==> config.mk <==
export PLATFORM = sky130hd
export DESIGN_NAME = serial_sub
export DESIGN_NICKNAME = d
export VERILOG_FILES = /design/src/rtl/sub_pkg.sv /design/src/rtl/full_sub.sv /design/src/rtl/serial_sub.sv
export SDC_FILE = /design/constraint.sdc
export NUM_CORES = 1
export LEC_CHECK = 0
export ABC_AREA = 1
export ABC_CLOCK_PERIOD_IN_PS = 1560
export CORE_MARGIN = 5
export CORE_UTILIZATION = 50
export DETAILED_ROUTE_END_ITERATION = 6
export PLACE_DENSITY = 0.88
export SYNTH_ARGS = -nofsm -noshare
export SYNTH_HDL_FRONTEND = slang
export SYNTH_HIERARCHICAL = 1
export SYNTH_SLANG_ARGS = --single-unit
==> constraint.sdc <==
create_clock -name clk_in -period 1.56 [get_ports clk_in]
set_clock_uncertainty 0.05 [all_clocks]
set_input_delay 0.234 -clock clk_in [delete_from_list [all_inputs] [get_ports clk_in]]
set_output_delay 0.234 -clock clk_in [all_outputs]
set_load 0.02 [all_outputs]
==> src/rtl/sub_pkg.sv <==
// sub_pkg: shared state type and counter-width helper for the serial subtractor
package sub_pkg;
  typedef enum logic {IDLE, RUN} state_t;
  function automatic int cnt_w(input int width);
    return (width <= 2) ? 1 : $clog2(width);
  endfunction
endpackage

==> src/rtl/full_sub.sv <==
// full_sub: one-bit combinational full subtractor
module full_sub (
  input  logic a,
  input  logic b,
  input  logic bi,
  output logic diff,
  output logic bo
);
  assign diff = a ^ b ^ bi;
  assign bo = (~a & b) | (~(a ^ b) & bi);
endmodule

==> src/rtl/serial_sub.sv <==
// serial_sub: bit-serial LSB-first subtractor with start/busy/done handshake and registered flags
module serial_sub
  import sub_pkg::*;
#(
  parameter int WIDTH = 8
) (
  input  logic             clk_in,
  input  logic             rst_n_in,
  input  logic             start_in,
  input  logic [WIDTH-1:0] a_in,
  input  logic [WIDTH-1:0] b_in,
  input  logic             bi_in,
  output logic             busy_out,
  output logic             done_out,
  output logic [WIDTH-1:0] diff_out,
  output logic             bo_out,
  output logic             ovf_out,
  output logic             zero_out
);
  localparam int CW = cnt_w(WIDTH);
  state_t state, state_nx;
  logic [WIDTH-1:0] a_sr, b_sr, d_sr, res;
  logic [WIDTH:0] cat;
  logic [CW-1:0] cnt;
  logic br, sa, sb, cd, cb, last;
  full_sub u_cell (.a(a_sr[0]), .b(b_sr[0]), .bi(br), .diff(cd), .bo(cb));
  assign last = cnt == CW'(WIDTH - 1);
  assign cat = {cd, d_sr} >> 1;
  assign res = cat[WIDTH-1:0];
  assign busy_out = state == RUN;
  always_ff @(posedge clk_in or negedge rst_n_in)
    if (!rst_n_in) state <= IDLE;
    else state <= state_nx;
  always_comb begin
    state_nx = state;
    state_nx = (state == IDLE) ? (start_in ? RUN : IDLE) : (last ? IDLE : RUN);
  end
  always_ff @(posedge clk_in or negedge rst_n_in)
    if (!rst_n_in) begin
      a_sr <= '0;
      b_sr <= '0;
      d_sr <= '0;
      br <= 1'b0;
      sa <= 1'b0;
      sb <= 1'b0;
      cnt <= '0;
      done_out <= 1'b0;
      diff_out <= '0;
      bo_out <= 1'b0;
      ovf_out <= 1'b0;
      zero_out <= 1'b0;
    end else if (state == IDLE) begin
      done_out <= 1'b0;
      if (start_in) begin
        a_sr <= a_in;
        b_sr <= b_in;
        br <= bi_in;
        sa <= a_in[WIDTH-1];
        sb <= b_in[WIDTH-1];
        cnt <= '0;
      end
    end else begin
      a_sr <= a_sr >> 1;
      b_sr <= b_sr >> 1;
      d_sr <= res;
      br <= cb;
      cnt <= last ? cnt : cnt + 1'b1;
      done_out <= last;
      if (last) begin
        diff_out <= res;
        bo_out <= cb;
        ovf_out <= (sa != sb) && (res[WIDTH-1] != sa);
        zero_out <= ~|res;
      end
    end
endmodule

=== Word-level counts from Yosys, hierarchy flattened ===
Index checks and enable logic that the tools add are counted.

* Add/subtract/negate cells: 1
* Eq/ne operators: 4
* Multiplexer cells: 13
* Bitwise operators: 8
* Reduce and logical (&&, ||, !) cells: 7

{| class="wikitable"
|+ Operators by type and width
! cell !! count
|-
| two-way mux 8 bit || 4
|-
| two-way mux 3 bit || 3
|-
| OR reduction 8 bit || 1
|-
| two-way mux 1 bit || 6
|-
| AND reduction 2 bit || 3
|-
| adder 3 x 1 -> 3 bit, second input constant || 1
|-
| equality test 3 bit, second input constant || 1
|-
| inverter 1 bit || 3
|-
| bitwise AND 1 bit || 2
|-
| inequality test 1 bit || 2
|-
| inequality test 2 bit, second input constant || 1
|-
| nonzero test 2 bit || 1
|-
| bitwise XOR 1 bit || 2
|-
| logical AND 1 bit || 1
|-
| zero test 1 bit || 1
|-
| OR 1 bit || 1
|}

* Bits in registers: 43
* Bits of input ports: 20

=== Logic depth before layout (Yosys ltp) ===
Gate-level depths: netlist of the first run.

* Depth in word-level cells: 5
* Depth in mapped cells: 7
* Depth with buffers taken out: 7

=== Modules after synthesis ===
The synthesis of the first run kept the hierarchy.

{| class="wikitable"
|+ By module, submodules not included
! module !! instances !! cells each !! area an instance (um2) !! sequential area each (um2)
|-
| serial_sub || 1 || 193 || 1750.4 || 1051.0
|-
| full_sub || 1 || 4 || 31.3 || 0.0
|}

=== Worst setup path before layout of the first run ===
OpenSTA, ideal clock, no wires.

* Path kind: reg2reg
* Start point: register cnt[0]
* End point: register cnt[0]
* Setup time: 0.119 ns
* Arrival time: 1.230 ns
* Slack: 0.161 ns
* Stages on the path, launching flop included: 8
* Path buffers: 1
* Clock period less this slack: 1.399 ns
* Cells stage by stage: dfrtp_1 > ha_1 > ha_1 > nand2_1 > buf_2 > nand2_1 > nand2_1 > o21ai_2

* Word-level cells in the longest chain between the ends: 3
* Elaborated cells between the ends (all ways): 6

{| class="wikitable"
|+ Ends and longest elaborated chain
! what !! RTL line !! RTL
|-
| from (decl) || serial_sub.sv:24 || <nowiki>logic [CW-1:0] cnt;</nowiki>
|-
| from (signal assigned) || serial_sub.sv:67 || <nowiki>cnt <= last ? cnt : cnt + 1'b1;</nowiki>
|-
| adder 3 x 1 -> 3 bit / equality test 3 bit (equally long branches) || serial_sub.sv:67, serial_sub.sv:27 ||
|-
| two-way mux 3 bit / inequality test 2 bit (equally long branches) || n/a ||
|-
| two-way mux 3 bit / AND reduction 2 bit (equally long branches) || n/a ||
|}

Parallel ways exist; a longest one is shown, timed or not. The select of a mux whose other input is x is not followed.
A chain may end at the register's enable or synchronous reset.

=== Worst setup path after layout of the first run ===
* Start point: register a_sr[0]
* End point: register zero_out

* Word-level cells in the longest chain between the ends: 4

{| class="wikitable"
|+ Ends and longest elaborated chain
! what !! RTL line !! RTL
|-
| from (decl) || serial_sub.sv:22 || <nowiki>logic [WIDTH-1:0] a_sr, b_sr, d_sr, res;</nowiki>
|-
| from (signal assigned) || serial_sub.sv:55 || <nowiki>a_sr <= a_in;</nowiki>
|-
| from (signal assigned) || serial_sub.sv:63 || <nowiki>a_sr <= a_sr >> 1;</nowiki>
|-
| bitwise XOR 1 bit (2 in series) || full_sub.sv:9 || <nowiki>assign diff = a ^ b ^ bi;</nowiki>
|-
| net cd || serial_sub.sv:25 || <nowiki>logic br, sa, sb, cd, cb, last;</nowiki>
|-
| OR reduction 8 bit || serial_sub.sv:73 || <nowiki>zero_out <= ~|res;</nowiki>
|-
| zero test 1 bit || serial_sub.sv:73 ||
|-
| to (signal assigned) || serial_sub.sv:73 ||
|-
| to (decl) || serial_sub.sv:18 || <nowiki>output logic zero_out</nowiki>
|}

The timed path passes the listed nets, and every way through them passes these cells.

==> results of run 1 <==
[layout make-up]
class / count / share of cell area [%]
Sequential cell: 42 / 47.1
Timing Repair Buffer: 39 / 17.0
Clock inverter: 3 / 1.12
Inverter: 20 / 3.48
Multi-Input combinational cell: 128 / 27.1
Clock buffer: 5 / 1.68
Tap cell: 46 / 2.58
[through the flow]
stage / cells / cell area [um^2] / util (%)
finish: 283 / 2230 / 65.9
CTS: 282 / 2220 / 65.6
global route: 283 / 2230 / 65.9
floorplan: 197 / 1780 / -
global placement: 273 / 2170 / 64.0
detailed placement: 273 / 2170 / 64.0
[layout by cell type, fill, tap and decap left out, drive strengths merged]
master	n
o21ai	20
nand2	79
dlygate4sd3	1
o211ai	1
fa	1
dlygate4sd2	13
inv	21
dfrtp	42
buf	7
ha	2
or2	1
nand3	17
clkinvlp	1
clkdlybuf4s50	18
clkbuf	5
clkinv	1
nor2	7
[kinds of logic (layout without fill, tap and decap cells)]
family	Yosys count	count (layout)	share of synthesized area (%)
flip-flops	42	42	59.0
AND/OR/NAND/NOR	104	104	24.7
AO/OA/AOI/OAI	21	21	6.67
buffers and inverters	27	67	7.09
adder cells (fa/ha/maj)	3	3	2.53
[worst paths after layout]
| kind | start | endpoint | cells after the start |
|---|---|---|---|
| worst max-delay path | a_sr[0] | zero_out | 6 |
| worst min-delay path | a_in[0] | a_sr[0] | 3 |
| worst max register to register | a_sr[0] | zero_out | 6 |
| worst min register to register | ovf_out | ovf_out | 2 |
| max in group asynchronous | rst_n_in | a_sr[1] | 3 |
| min in group asynchronous | rst_n_in | b_sr[0] | 3 |
[state kept, by name, summed over array words and instances (netlist names)]
| register | cells |
|---|---|
| ovf_out | 1 |
| busy_out | 1 |
| diff_out | 8 |
| done_out | 1 |
| sb | 1 |
| a_sr | 8 |
| sa | 1 |
| bo_out | 1 |
| zero_out | 1 |
| cnt | 3 |
| b_sr | 8 |
| d_sr | 7 |
| br | 1 |
[what timing repair did]
action / CTS / global route
gates resized for setup: 13 / 1
endpoints found under the hold margin: 42 / 0
hold buffers: 1 / 0
setup buffers: 0 / 1
setup endpoints to repair: 13 / 4
[worst reg2reg max path: stages (launching register included)]
cell	delay, ps
sky130_fd_sc_hd__dfrtp_1	430
sky130_fd_sc_hd__fa_1	610
sky130_fd_sc_hd__inv_2	60
sky130_fd_sc_hd__nand2_1	60
sky130_fd_sc_hd__nor2_1	40
sky130_fd_sc_hd__nand3_1	50
sky130_fd_sc_hd__nand2_1	50
[power groups by stage]
stage | Sequential, mW | Combinational, mW | Clock (mW)
floorplan | 1.93 | 1.05 | 0
global placement | 1.77 | 1.77 | 0
detailed placement | 1.80 | 1.84 | 0
CTS | 1.77 | 1.76 | 0.574
global route | 1.81 | 1.99 | 0.623
finish | 1.76 | 1.76 | 0.551
[routing by layer]
layer  vias up  GRT usage (%)  part of all wire [%]
met4         0           7.02                   1.7
li1        691              -                     -
met5         -              0                     0
met1       638           16.7                    42
met2        37           24.8                    50
met3         4           3.91                   6.9
[cells in the mapped netlist, types with 2 or more instances]
master | n | area [um^2]
sky130_fd_sc_hd__buf_2 | 3 | 15.0
sky130_fd_sc_hd__buf_6 | 2 | 22.5
sky130_fd_sc_hd__dfrtp_1 | 42 | 1050
sky130_fd_sc_hd__ha_1 | 2 | 25.0
sky130_fd_sc_hd__inv_1 | 18 | 67.6
sky130_fd_sc_hd__nand2_1 | 79 | 297
sky130_fd_sc_hd__nand3_1 | 17 | 85.1
sky130_fd_sc_hd__nor2_1 | 5 | 18.8
sky130_fd_sc_hd__o21ai_0 | 17 | 85.1
sky130_fd_sc_hd__o21ai_2 | 3 | 26.3
==> out/summary.txt, run 1 <==
global-route usage over all layers -> 14.5%
length of the first detailed-routing pass in iterations -> 4
Tightest Pin Transition -> 504 ps
status -> finished, final reports clean
DR vias -> 1370
buffers and inverters on the worst path -> 1
number of cell rows -> 21
setup repair after global routing missed its margin -> false
type of the worst setup path -> register to register
final HPWL from detailed placement -> 2.34 mm
total count of hold-check failures in the final report -> 0
cells after synthesis -> 197
Final Cycle Share -> 93.4%
drt drc -> 0
leakage component of the power -> 1.15 nW
die span in x -> 69.7 um
area of the multi-input gates -> 604 um^2
count of pins over their slew limit -> 0
via count of the first global-routing pass -> 1288
Layout Area Growth over Synthesis -> 25.3%
count of cell types in the netlist -> 19
final routed wirelength across all metal layers -> 3.23 mm
register share of total power -> 43.2%
Power Density -> 1820 nW/um^2
Power, Total -> 4.07 mW
crit-path max FO -> 3
overflow left after global routing -> 0
number of input and output port buffers inserted -> 32
Antenna Violating Nets Remaining -> 0
CP max stage delay -> 610 ps
count of inserted antenna diode cells -> 0
net count reported at finish -> 259
floorplan die area -> 4860 um^2
pre-CTS setup slack -> 47.1 ps
dominant synthesized flop cell -> sky130_fd_sc_hd__dfrtp_1
Seq cells post-synth -> 42
kind of end point of the critical path -> register
combined area of all synthesized cells -> 1780 um^2
Relative slew margins -> 66.4%
TritonCTS clock tree -> yes
initial cell density of the core -> 52.6%
setup slack after layout -> 103 ps
root cell of the clock tree -> sky130_fd_sc_hd__clkbuf_4
yosys synthesis warning count -> 6
Arrival @ worst endpoint -> 1660 ps
Async S/R FF share, synth -> 100%
mean post-synth cell area -> 9.04 um^2
Clock power frac -> 13.5%
starting DRC count in detailed routing -> 79
Core Footprint -> 3390 um^2
Filler cells -> 277
Vias/cell -> 4.84
CP max stage cell -> sky130_fd_sc_hd__fa_1
minimum hold slack -> 360 ps
part of the power in combinational logic -> 43.3%
clock input transition at the sequential cells of the worst setup and hold paths -> 140 ps
minimum clock period after layout -> 1460 ps
share of synthesized area occupied by flip-flops and latches -> 59.0%
Post-Syn Nets -> 220
number of buffers created by CTS -> 5
clock latency at the later pin of the worst-skew pair -> 350 ps
global placement routability congestion -> 0.796
worst IR drop on VDD -> 1.10 mV
Vert. Die Dim -> 69.7 um
worst hold path type -> input pin to register
aggregate negative setup slack -> 0 ps
net load switching power -> 1.63 mW
Switching Share -> 40.1%
cell-internal power -> 2.44 mW
Sink Count -> 42
fraction of final layout cells with drive strength greater than 1 -> 10.1%
first-pass GRT wire length -> 5.60 mm
boundary pin count -> 33
number of buffers between clock root and the deepest sink -> 2
startpoint class of the critical path -> register
H-Tree Depth -> 2
final number of setup-violating endpoints -> 0
number of enable-type register cells in the synthesized netlist -> 0
area taken by flip-flops and latches -> 1050 um^2
fmax -> 686 MHz
initial antenna violation count -> 0
pin count of the biggest net entering global routing -> 43
CP top delay family -> adder cells
worst path cell trace -> fa_1 > inv_2 > nand2_1 > nor2_1 > nand3_1 > nand2_1
CP required -> 1760 ps
most repeated library cell on the critical path -> sky130_fd_sc_hd__nand2_1
max_cap viols -> 0
WL/cell -> 11.4 um
reg-to-reg slack, setup -> 100 ps
Note: power is estimated with default switching activity, not from simulation.
==> run 2, diff against run 1 <==
ABC_CLOCK_PERIOD_IN_PS = 1750   (was 1560)
clock period = 1.75 ns   (was 1.56 ns; I/O delays follow)
==> out/summary.txt, run 2 (synthesized netlist as in run 1, its figures left out) <==
DR vias -> 1373 (was 1370)
CP max stage cell -> sky130_fd_sc_hd__clkdlybuf4s50_1 (was sky130_fd_sc_hd__fa_1)
worst path cell trace -> clkdlybuf4s50_1 (was fa_1 > inv_2 > nand2_1 > nor2_1 > nand3_1 > nand2_1)
hold bufs inserted after CTS -> 1 (unchanged)
CP max stage delay -> 600 ps (was 610 ps)
count of pins over their slew limit -> 0 (unchanged)
total count of hold-check failures in the final report -> 0 (unchanged)
number of input and output port buffers inserted -> 32 (unchanged)
Levels on crit path -> 1 (was 6)
count of placed standard cells including taps -> 273 (unchanged)
leading cell types in the layout, fill and taps excluded -> sky130_fd_sc_hd__nand2_1, sky130_fd_sc_hd__dfrtp_1, sky130_fd_sc_hd__clkdlybuf4s50_1 (unchanged)
length of the first detailed-routing pass in iterations -> 4 (unchanged)
H-Tree Depth -> 2 (unchanged)
crit-path max FO -> 2 (was 3)
Power Density -> 1680 nW/um^2 (was 1820 nW/um^2)
number of buffers between clock root and the deepest sink -> 2 (unchanged)
fraction of final layout cells with drive strength greater than 1 -> 9.32% (was 10.1%)
type of the worst setup path -> register to primary output (was register to register)
final HPWL from detailed placement -> 2.40 mm (was 2.34 mm)
clock latency at the later pin of the worst-skew pair -> 340 ps (was 350 ps)
CP required -> 1440 ps (was 1760 ps)
register share of total power -> 42.2% (was 43.2%)
Sink Count -> 42 (unchanged)
Vert. Die Dim -> 69.7 um (unchanged)
Clock power frac -> 15.2% (was 13.5%)
CP endpoint -> diff_out[4] (was zero_out)
initial antenna violation count -> 0 (unchanged)
via count of the first global-routing pass -> 1307 (was 1288)
TritonCTS clock tree -> yes (unchanged)
status -> finished, final reports clean (unchanged)
count of inserted antenna diode cells -> 0 (unchanged)
launching point of the worst reg2reg path -> a_sr[0] (unchanged)
R2R depth -> 6 (unchanged)
overflow left after global routing -> 0 (unchanged)
net count reported at finish -> 258 (was 259)
part of the power in combinational logic -> 42.6% (was 43.3%)
worst hold path type -> input pin to register (unchanged)
aggregate negative setup slack -> 0 ps (unchanged)
Vias/cell -> 4.87 (was 4.84)
Switching Share -> 38.1% (was 40.1%)
setup repair after global routing missed its margin -> false (unchanged)
net load switching power -> 1.44 mW (was 1.63 mW)
Core Footprint -> 3390 um^2 (unchanged)
cell-internal power -> 2.33 mW (was 2.44 mW)
max_cap viols -> 0 (unchanged)
root cell of the clock tree -> sky130_fd_sc_hd__clkbuf_4 (unchanged)
fmax -> 610 MHz
Relative slew margins -> 65.5% (was 66.4%)
drt drc -> 0 (unchanged)
final non-filler cell total -> 282 (was 283)
clock input transition at the sequential cells of the worst setup and hold paths -> 120 ps (was 140 ps)
worst IR drop on VDD -> 0.698 mV (was 1.10 mV)
Final Cycle Share -> 93.7%
global placement routability congestion -> 0.752 (was 0.796)
worst reg2reg path endpoint -> zero_out (unchanged)
Antenna Violating Nets Remaining -> 0 (unchanged)
leakage component of the power -> 1.12 nW (was 1.15 nW)
initial cell density of the core -> 52.6% (unchanged)
final number of setup-violating endpoints -> 0 (unchanged)
number of buffers created by CTS -> 5 (unchanged)
WL/cell -> 11.8 um (was 11.4 um)
pin count of the biggest net entering global routing -> 43 (unchanged)
minimum clock period after layout -> 1640 ps
number of setup buffers added after CTS -> 0 (unchanged)
floorplan die area -> 4860 um^2 (unchanged)
most common library cell in the layout ignoring fill and taps -> sky130_fd_sc_hd__nand2_1 (unchanged)
global-route usage over all layers -> 15.0% (was 14.5%)
buffers and inverters on the worst path -> 1 (unchanged)
first-pass GRT wire length -> 5.75 mm (was 5.60 mm)
number of cell rows -> 21 (unchanged)
reg-to-reg slack, setup -> 290 ps (was 100 ps)
CP top delay family -> buffers and inverters (was adder cells)
kind of end point of the critical path -> primary output (was register)
Resize count post-CTS -> 0 (was 13)
launch point of the critical path -> diff_out[4] (was a_sr[0])
die span in x -> 69.7 um (unchanged)
startpoint class of the critical path -> register (unchanged)
Power, Total -> 3.77 mW (was 4.07 mW)
Filler cells -> 288 (was 277)
starting DRC count in detailed routing -> 117 (was 79)
Tightest Pin Transition -> 518 ps (was 504 ps)
Layout Area Growth over Synthesis -> 26.0% (was 25.3%)
final routed wirelength across all metal layers -> 3.32 mm (was 3.23 mm)
Arrival @ worst endpoint -> 1330 ps (was 1660 ps)
boundary pin count -> 33 (unchanged)
largest registers ranked by flip-flop count -> a_sr x8, b_sr x8, diff_out x8 (unchanged)
run 2: cell count changes in the layout (fill, tap and decap cells not counted), sizes merged:
cell / change
clkdlybuf4s50: +13
dlygate4sd2: -13
clkbuf: +3
buf: -1
clkinv: -1
clkinvlp: -1
inv: -1
run 2: power by group through the flow:
stage          sequential (mW)  clock, mW  combinational (mW)
2_1_floorplan             1.72          0               0.940
3_3_place_gp              1.58          0                1.55
3_5_place_dp              1.61          0                1.63
4_1_cts                   1.59      0.585                1.63
5_1_grt                   1.64      0.632                1.82
6_report                  1.59      0.574                1.61
run 2: layout make-up:
cell class                      instances  area, um^2  share of cell area, %
Multi-Input combinational cell        128         604                   26.9
Sequential cell                        42        1050                   46.8
Tap cell                               46        57.6                   2.56
Timing Repair Buffer                   38         375                   16.7
Clock buffer                            8        78.8                   3.51
Inverter                               20        77.6                   3.46
run 2: how the worst min path moves through the flow:
| stage | from | end | slack (ps) | depth (start not counted) |
|---|---|---|---|---|
| 2_1_floorplan | rst_n_in | a_sr[0] | -80 | 0 |
| 3_3_place_gp | rst_n_in | diff_out[2] | 300 | 2 |
| 3_5_place_dp | rst_n_in | diff_out[2] | 300 | 2 |
| 4_1_cts | bi_in | br | 410 | 3 |
| 5_1_grt | a_in[4] | a_sr[4] | 380 | 3 |
| 6_report | a_in[2] | a_sr[2] | 410 | 3 |
run 2: stage by stage:
stage / hold slack [ps] / area (um^2) / worst slack (ps) / util [%]
floorplan: -83.1 / 1780 / 351 / -
global route: 381 / 2240 / 42.5 / 66.2
global placement: 299 / 2160 / 274 / 63.6
CTS: 407 / 2240 / 90.5 / 66.2
finish: 411 / 2240 / 110 / 66.2
detailed placement: 300 / 2160 / 222 / 63.6
run 2: routing by layer:
metal / vias to the layer above / global-route usage, % / wire length (um)
li1: 684 / - / -
met1: 644 / 19.1 / 1470
met2: 38 / 23.5 / 1590
met3: 7 / 5.36 / 206
met4: 0 / 5.74 / 55
met5: - / 0 / 0
==> run 3, diff against run 2 <==
CORE_MARGIN = 3   (was 5)
==> out/summary.txt, run 3 (synthesized netlist as in run 1, its figures left out) <==
status -> finished, final reports clean (unchanged)
Arrival @ worst endpoint -> 1340 ps (was 1330 ps)
Antenna Violating Nets Remaining -> 0 (unchanged)
WL/cell -> 11.3 um (was 11.8 um)
global-route usage over all layers -> 18.0% (was 15.0%)
Final Cycle Share -> 94.3% (was 93.7%)
aggregate negative setup slack -> 0 ps (unchanged)
overflow left after global routing -> 0 (unchanged)
CP required -> 1440 ps (about the same)
Relative slew margins -> 67.5% (was 65.5%)
root cell of the clock tree -> sky130_fd_sc_hd__clkbuf_4 (unchanged)
clock latency at the later pin of the worst-skew pair -> 360 ps (was 340 ps)
final routed wirelength across all metal layers -> 3.21 mm (was 3.32 mm)
Vert. Die Dim -> 65.7 um (was 69.7 um)
leakage component of the power -> 1.12 nW (about the same)
final HPWL from detailed placement -> 2.35 mm (was 2.40 mm)
pin count of the biggest net entering global routing -> 23 (was 43)
crit-path max FO -> 2 (unchanged)
Core Footprint -> 3390 um^2 (unchanged)
H-Tree Depth -> 2 (unchanged)
worst IR drop on VDD -> 0.872 mV (was 0.698 mV)
global placement routability congestion -> 0.778 (was 0.752)
Vias/cell -> 4.81 (was 4.87)
minimum clock period after layout -> 1650 ps (was 1640 ps)
startpoint class of the critical path -> register (unchanged)
Tightest Pin Transition -> 487 ps (was 518 ps)
final instance area -> 2250 um^2 (was 2240 um^2)
leading cell types in the layout, fill and taps excluded -> sky130_fd_sc_hd__nand2_1, sky130_fd_sc_hd__dfrtp_1, sky130_fd_sc_hd__clkdlybuf4s50_1 (unchanged)
kind of end point of the critical path -> primary output (unchanged)
drt drc -> 0 (unchanged)
total count of hold-check failures in the final report -> 0 (unchanged)
CP max stage cell -> sky130_fd_sc_hd__clkdlybuf4s50_1 (unchanged)
largest registers ranked by flip-flop count -> a_sr x8, b_sr x8, diff_out x8 (unchanged)
clock input transition at the sequential cells of the worst setup and hold paths -> 120 ps (about the same)
number of cell rows -> 21 (unchanged)
Filler cells -> 277 (was 288)
boundary pin count -> 33 (unchanged)
initial cell density of the core -> 52.6% (unchanged)
worst path cell trace -> clkdlybuf4s50_1 (unchanged)
CP max stage delay -> 610 ps (was 600 ps)
number of buffers between clock root and the deepest sink -> 2 (unchanged)
most common library cell in the layout ignoring fill and taps -> sky130_fd_sc_hd__nand2_1 (unchanged)
area of placed instances -> 2160 um^2 (about the same)
max_cap viols -> 0 (unchanged)
final number of setup-violating endpoints -> 0 (unchanged)
DR vias -> 1361 (was 1373)
first-pass GRT wire length -> 5.81 mm (was 5.75 mm)
setup repair after global routing missed its margin -> false (unchanged)
die span in x -> 65.7 um (was 69.7 um)
net count reported at finish -> 259 (was 258)
Layout Area Growth over Synthesis -> 26.3% (was 26.0%)
fmax -> 606 MHz (was 610 MHz)
starting DRC count in detailed routing -> 82 (was 117)
initial antenna violation count -> 0 (unchanged)
count of pins over their slew limit -> 0 (unchanged)
length of the first detailed-routing pass in iterations -> 4 (unchanged)
worst hold path type -> input pin to asynchronous set/reset pin (was input pin to register)
floorplan die area -> 4320 um^2 (was 4860 um^2)
Power Density -> 1680 nW/um^2 (about the same)
number of input and output port buffers inserted -> 32 (unchanged)
number of buffers created by CTS -> 5 (unchanged)
R2R depth -> 6 (unchanged)
fraction of final layout cells with drive strength greater than 1 -> 8.86% (was 9.32%)
via count of the first global-routing pass -> 1309 (was 1307)
Sink Count -> 42 (unchanged)
count of inserted antenna diode cells -> 0 (unchanged)
CP top delay family -> buffers and inverters (unchanged)
Levels on crit path -> 1 (unchanged)
type of the worst setup path -> register to primary output (unchanged)
TritonCTS clock tree -> yes (unchanged)
buffers and inverters on the worst path -> 1 (unchanged)
Power, Total -> 3.78 mW (was 3.77 mW)
-- run 3: cell count changes in the layout (fill, tap and decap cells not counted), sizes merged --
cell / delta
clkbuf: -1
clkdlybuf4s50: -1
dlymetal6s2s: +1
bufinv: +1
buf: +1
-- run 3: routing by layer --
| layer | GRT usage [%] | wire [um] |
|---|---|---|
| met1 | 22.8 | 1470 |
| met4 | 10.1 | 70 |
| met2 | 28.3 | 1520 |
| met3 | 4.27 | 141 |
| met5 | 0 | 0 |
-- run 3: where the power goes --
group | total, mW | switching, mW | internal, mW | leakage (nW)
Clock | 0.610 | 0.307 | 0.303 | 0.0395
Sequential | 1.59 | 0.213 | 1.37 | 0.538
Combinational | 1.58 | 0.898 | 0.684 | 0.543
Total | 3.78 | 1.42 | 2.36 | 1.12
-- run 3: final cells by class --
type / count / area (um^2) / share of cell area, %
Clock buffer: 7 / 45.0 / 2.00
Clock inverter: 1 / 30.0 / 1.33
Inverter: 20 / 77.6 / 3.45
Multi-Input combinational cell: 128 / 604 / 26.8
Sequential cell: 42 / 1050 / 46.7
Tap cell: 46 / 57.6 / 2.56
Timing Repair Buffer: 39 / 385 / 17.1
-- run 3: per-stage QoR --
stage	hold WS, ps	cells	utilization, %	setup slack (ps)
CTS	355	283	66.3	43.8
finish	334	283	66.4	100
detailed placement	197	274	63.8	84.5
global route	369	283	66.4	30.9
global placement	200	274	63.8	180
floorplan	-83.1	197	-	351
-- run 3: path summary, 6_finish.rpt --
| kind | from | slack [ps] | end |
|---|---|---|---|
| max in group asynchronous | rst_n_in | 830 | cnt[1] |
| min in group clk_in | b_in[0] | 400 | b_sr[0] |
| hold / removal | rst_n_in | 330 | bo_out |
| setup / recovery | bo_out | 100 | bo_out |
| setup reg to reg | cnt[0] | 170 | cnt[1] |
| hold reg to reg | d_sr[6] | 440 | d_sr[5] |
-- run 3: what timing repair did --
action,4_1_cts,5_1_grt
gates resized for setup,0,1
endpoints found under the hold margin,20,0
hold buffers,1,0
setup buffers,0,0
endpoints found under the setup margin,0,1
